`src/rtl/mem_arbiter.sv`:
```
// Two-master (fetch, load/store) to one-slave memory arbiter. Load/store has fixed priority,
// bounded by a streak counter so a waiting fetch is granted after MAX_DMEM_STREAK dmem wins.
module mem_arbiter #(
  parameter int unsigned ADDR_WIDTH      = 32,
  parameter int unsigned DATA_WIDTH      = 32,
  parameter int unsigned MAX_DMEM_STREAK = 4
) (
  input  logic                  clk,
  input  logic                  rst_n,
  input  logic                  imem_valid_i,
  output logic                  imem_ready_o,
  input  logic [ADDR_WIDTH-1:0] imem_addr_i,
  input  logic [DATA_WIDTH-1:0] imem_wdata_i,
  input  logic [3:0]            imem_we_i,
  output logic [DATA_WIDTH-1:0] imem_rdata_o,
  input  logic                  dmem_valid_i,
  output logic                  dmem_ready_o,
  input  logic [ADDR_WIDTH-1:0] dmem_addr_i,
  input  logic [DATA_WIDTH-1:0] dmem_wdata_i,
  input  logic [3:0]            dmem_we_i,
  output logic [DATA_WIDTH-1:0] dmem_rdata_o,
  output logic                  mem_valid_o,
  input  logic                  mem_ready_i,
  output logic [ADDR_WIDTH-1:0] mem_addr_o,
  output logic [DATA_WIDTH-1:0] mem_wdata_o,
  output logic [3:0]            mem_we_o,
  input  logic [DATA_WIDTH-1:0] mem_rdata_i,
  output logic [1:0]            grant_o
);

  localparam logic [3:0] MaxStreak = 4'(MAX_DMEM_STREAK);

  typedef enum logic [1:0] {StIdle, StGntI, StGntD} state_e;

  state_e     state_q, state_d;
  logic [3:0] streak_q, streak_d;

  always_ff @(posedge clk or negedge rst_n) begin
    if (!rst_n) begin
      state_q  <= StIdle;
      streak_q <= '0;
    end else begin
      state_q  <= state_d;
      streak_q <= streak_d;
    end
  end

  always_comb begin
    state_d  = state_q;
    streak_d = streak_q;
    unique case (state_q)
      StIdle: begin
        if (dmem_valid_i && (!imem_valid_i || (streak_q < MaxStreak))) begin
          state_d = StGntD;
          // Only counts wins that made fetch wait; streak_q < MaxStreak here, so it saturates.
          streak_d = imem_valid_i ? streak_q + 4'd1 : 4'd0;
        end else if (imem_valid_i) begin
          state_d  = StGntI;
          streak_d = '0;
        end
      end
      StGntI: if (!imem_valid_i || mem_ready_i) state_d = StIdle;
      StGntD: if (!dmem_valid_i || mem_ready_i) state_d = StIdle;
      default: state_d = StIdle;
    endcase
  end

  always_comb begin
    mem_valid_o  = 1'b0;
    mem_addr_o   = '0;
    mem_wdata_o  = '0;
    mem_we_o     = '0;
    imem_ready_o = 1'b0;
    dmem_ready_o = 1'b0;
    grant_o      = 2'b00;
    unique case (state_q)
      StGntI: begin
        grant_o      = 2'b01;
        mem_valid_o  = imem_valid_i;
        mem_addr_o   = imem_addr_i;
        mem_wdata_o  = imem_wdata_i;
        mem_we_o     = imem_we_i;
        imem_ready_o = mem_ready_i & imem_valid_i;
      end
      StGntD: begin
        grant_o      = 2'b10;
        mem_valid_o  = dmem_valid_i;
        mem_addr_o   = dmem_addr_i;
        mem_wdata_o  = dmem_wdata_i;
        mem_we_o     = dmem_we_i;
        dmem_ready_o = mem_ready_i & dmem_valid_i;
      end
      default: ;
    endcase
  end

  assign imem_rdata_o = mem_rdata_i;
  assign dmem_rdata_o = mem_rdata_i;

endmodule

```
`config.mk`:
```
export PLATFORM = sky130hd
export DESIGN_NAME = mem_arbiter
export DESIGN_NICKNAME = d
export VERILOG_FILES = /design/src/rtl/mem_arbiter.sv
export SDC_FILE = /design/constraint.sdc
export NUM_CORES = 1
export LEC_CHECK = 0
export ABC_CLOCK_PERIOD_IN_PS = 2000
export CAP_MARGIN = 20
export CORE_AREA = 2 2 120 122
export DETAILED_ROUTE_END_ITERATION = 7
export DIE_AREA = 0 0 122 124
export GPL_ROUTABILITY_DRIVEN = 0
export PLACE_DENSITY_LB_ADDON = 0.25
export SYNTH_ARGS = -nofsm -noshare
export SYNTH_HDL_FRONTEND = slang
export SYNTH_SLANG_ARGS = --single-unit
export TNS_END_PERCENT = 100
```
`constraint.sdc`:
```
create_clock -name clk -period 2 [get_ports clk]
set_clock_uncertainty 0.1 [all_clocks]
set_input_delay 0.2 -clock clk [delete_from_list [all_inputs] [get_ports clk]]
set_output_delay 0.2 -clock clk [all_outputs]
set_load 0.1 [all_outputs]
```
Word-level counts from Yosys, hierarchy flattened
Cells that the tools add are included.

word-level totals
  flip-flop bits (word level) = 6
  logic and storage cells = 36

cells by class
  add/subtract/negate cells = 1
  order comparisons = 1
  equality and inequality tests = 5
  multiplexer cells = 15
  bitwise gates (word level) = 2
  reduce and logical (&&, ||, !) cells = 10

operators with widths
  operator               count
  $pmux W32 S2           2
  $mux W4                3
  $mux W2                4
  $pmux W4 S2            1
  $pmux W2 S3            1
  $add A4 B1 Y4 const B  1
  $lt A4 B3 Y1 const B   1
  $ne A2 B2 Y1 const B   2
  $pmux W2 S2            1
  $logic_or A1 B1 Y1     3
  $ne A3 B3 Y1 const B   1
  $reduce_and A3 Y1      1
  $and A1 B1 Y1          2
  $eq A2 B1 Y1 const B   1
  $eq A2 B2 Y1 const B   1
  $logic_not A1 Y1       2
  $logic_not A2 Y1       1
  $mux W1                2
  $pmux W1 S2            1
  $reduce_and A2 Y1      1
  $reduce_bool A2 Y1     1
  $logic_and A1 B1 Y1    1

Longest topological paths before layout
  depth in word-level cells = 5
  depth in mapped cells = 7
  depth with buffers taken out = 5

Worst setup path after synthesis
No wires, ideal clock.

  path type = register to output
  start = reg state_q[0]
  end = out mem_wdata_o[21]
  arrival = 3231 ps
  slack = -1531 ps
  cell stages (with the launch flop) = 8
  buffers on the path = 3
  cell sequence = dfrtp_1 inv_1 ha_1 buf_6 buf_8 buf_6 a22oi_2 nor2b_1

on the way
  longest elaborated chain between the ends = 2
  elaborated cells between the ends (all ways) = 3
  classes of those cells = eq/ne: 2; mux: 1

RTL lines
  what                                                 line  source
  start, declared                                      35    state_e state_q, state_d;
  start signal, assigned                               40    state_q <= StIdle;
  start signal, assigned                               43    state_q <= state_d;
  $eq A2 B2 Y1 / $eq A2 B1 Y1 (equally long branches)  76    unique case (state_q)
  $pmux W32 S2 *                                       76
  end, declared                                        25    output logic [DATA_WIDTH-1:0] mem_wdata_o,

Mark *: on every way between the ends. The rest lies on a longest branch, timed or not.

Final worst setup path
  start = reg state_q[1]
  end = out mem_wdata_o[5]

Same word-level chain as after synthesis.

==> flow_summary_export.csv <==
group,metric,value,unit
yosys,syn_avg_cell_area,7.66,sq um
sta,slew_viol_final,0,
yosys,synth-seq-cells,6,
worst_setup_path,critPathLaunchType,"register",
sta,fmax,0.489,GHz
floorplanning,die_area,0.0151,sq mm
run,maxCapViolCount,0,
grt,antenna_found_initial,0,
yosys,synth_ff_type,"dfrtp_1",
drt,drtIter0Drc,58,
floorplanning,io_pins,310,
yosys,syn_nets,443,
yosys,yosys_warnings,0,
grt,first_global_vias,2527,
placed_design,dp_hpwl,8.01,mm
placed_design,place_area,0.00515,sq mm
drt,antenna_left,0,
drt,vias,2451,
power_and_ir_drop,powerDensity,1810,mW/mm^2
power_and_ir_drop,vdd_drop_max,0.000664,V
drt,viasPerCell,4.20,
grt,grt_max_degree,42,
layout,antenna-diode-count,0,
placed_design,pre_cts_slack,172,ps
drt,drt-wirelength-per-cell,16.8,um
yosys,yosysMostFrequentCell,"nor2b_1",
sta,setup_tns,-115,ps
drt,drt_wl_total,9.81,mm
worst_setup_path,path_class,"register to output pin",
yosys,async_flop_share,100,%
worst_setup_path,startpoint,"state_q[1]",
floorplanning,initial_core_util,14.7,%
yosys,synthDistinctLibCells,25,
yosys,ys_top_cells_by_count,"nor2b_1 (69), buf_4 (65), a22oi_1 (59)",
placed_design,port_buffers,213,
sta,relSlewSlack,76.2,%
layout,nFillCells,1346,
sta,setup_viol,6,
clock_tree,clock_latency,220,ps
layout,regArea,151,sq um
clock_tree,clk_pin_slew,30,ps
layout,layout-drive-gt1-share,45.0,%
layout,area_delta_synth_final,164,%
floorplanning,die_height,124,um
worst_setup_path,critPathMaxFanout,41,
clock_tree,cts_hold_buffers,0,
power_and_ir_drop,p_leak,1.93,nW
worst_setup_path,rr_startpoint,"state_q[0]",
drt,drtPass1Iterations,6,
sta,period_needed,2040,ps
run_status,violations,"negative setup slack",
clock_tree,root_buffer,"clkbuf_16",
floorplanning,die_x,122,um
clock_tree,clk_path_buf_depth,2,
clock_tree,cts_buffers,3,
yosys,synth_seq_area_share,7.43,%
worst_setup_path,crit_arrival,1740,ps
sta,rsz0062_at_grt,"yes",
worst_setup_path,worstPathRequired,1700,ps
hold_path,hp-class,"input port to asynchronous set/reset pin",
yosys,synth_top_area_share,24.1,%
power_and_ir_drop,p_total,9.64,mW
layout,fin_area,0.00533,sq mm
sta,fin_crit_sh,102,%
yosys,syn_area,0.00202,sq mm
yosys,yosys-top-cells-area,"buf_4 (24%), a22oi_1 (22%), nor2b_1 (21%), dfrtp_1 (7.4%), a22oi_2 (6.8%)",
floorplanning,rows,43,
yosys,syn_inst,264,
yosys,synth_largest_area_cell,"buf_4",
run_status,status,"finished, violations left",
clock_tree,cts.sinks,6,
grt,grt_pass1_wl,13.3,mm
floorplanning,core_area,0.0137,sq mm
yosys,synth-edff-count,0,
grt,grt_overflow,0,
worst_setup_path,worstSetupEndpointType,"output pin",
sta,finalHoldViolCount,0,
sta,worst_slew_pin_slew,357,ps
grt,grtUsageTotal,11.1,%
sta,worst_slack,-43.3,ps
layout,multiInputGateArea,0.00180,sq mm
layout,nets,585,
clock_tree,tritoncts,"done",
drt,drc,0,
clock_tree,h-tree-depth,1,
## critical path, stage by stage, from the launching register on
cell,delay [ps]
dfrtp_1,380
buf_4,160
ha_4,170
buf_12,180
a22oi_1,350
nor2b_4,80
buf_12,170
## sequential cells by signal, indices dropped and copies added, names as in the netlist
| name | cells |
|---|---|
| state_q | 2 |
| streak_q | 4 |
## cell usage in the layout, fill, tap and decap left out, drive strengths merged
master	instances
inv	3
clkdlybuf4s50	140
and3	3
buf	84
and2	1
nand2	3
clkbuf	4
nor2	2
a21oi	2
nor2b	69
dfrtp	6
o2bb2ai	1
nand3b	1
o21ai	3
nor3	1
nand3	1
a2bb2oi	1
o22ai	1
ha	6
a22oi	70
a32o	2
## cell type report
cell class	instances	share of cell area [%]
multi-input combinational	167	33.8
sequential	6	2.84
inverter	3	0.258
tap	180	4.22
timing repair buffer	225	57.5
clock buffer	3	1.41
## cells by family after synthesis
family / after synthesis / synth area share [%]
buffers and inverters: 91 / 32.1
AO/OA/AOI/OAI: 80 / 32.1
adder cells (fa/ha/maj): 6 / 3.71
flip-flops: 6 / 7.43
AND/OR/NAND/NOR: 81 / 24.6
## path summary, 6_finish.rpt
kind                       slack [ps]               end  cells after the start
setup / recovery                  -40    mem_wdata_o[5]                      6
min in group clk                  300  imem_rdata_o[20]                      0
hold reg to reg                   380       streak_q[0]                      1
setup reg to reg                  400        state_q[1]                      6
max in group asynchronous        1450        state_q[0]                      1
hold / removal                    120       streak_q[0]                      1
## metal layers
metal	up-vias	part of all wire (%)	track usage, %	routed length [um]
li1	1153	-	-	-
met1	1114	33	11.2	3230
met2	174	55	22.5	5410
met3	10	11	2.88	1050
met4	0	1.2	2.51	121
met5	-	0	0	0
## timing repair
action | CTS | global route
resized for setup | 5 | 5
setup endpoints to repair | 43 | 37
buffers inserted | 2 | 0
cloned | 1 | 1
## stage by stage
step | hold slack, ps | util [%] | cells
3_5_place_dp | 301 | 37.5 | 577
2_1_floorplan | -196 | - | 264
5_1_grt | 145 | 38.9 | 584
3_3_place_gp | 301 | 37.5 | 577
6_report | 117 | 38.9 | 584
4_1_cts | 124 | 38.5 | 583
## where the power goes
group / switching (mW) / total [mW] / leakage, nW / internal [mW]
Combinational: 5.28 / 9.13 / 1.82 / 3.84
Sequential: 0.0365 / 0.197 / 0.0788 / 0.161
Clock: 0.0608 / 0.317 / 0.0370 / 0.256
(Power assumes the default switching activity.)
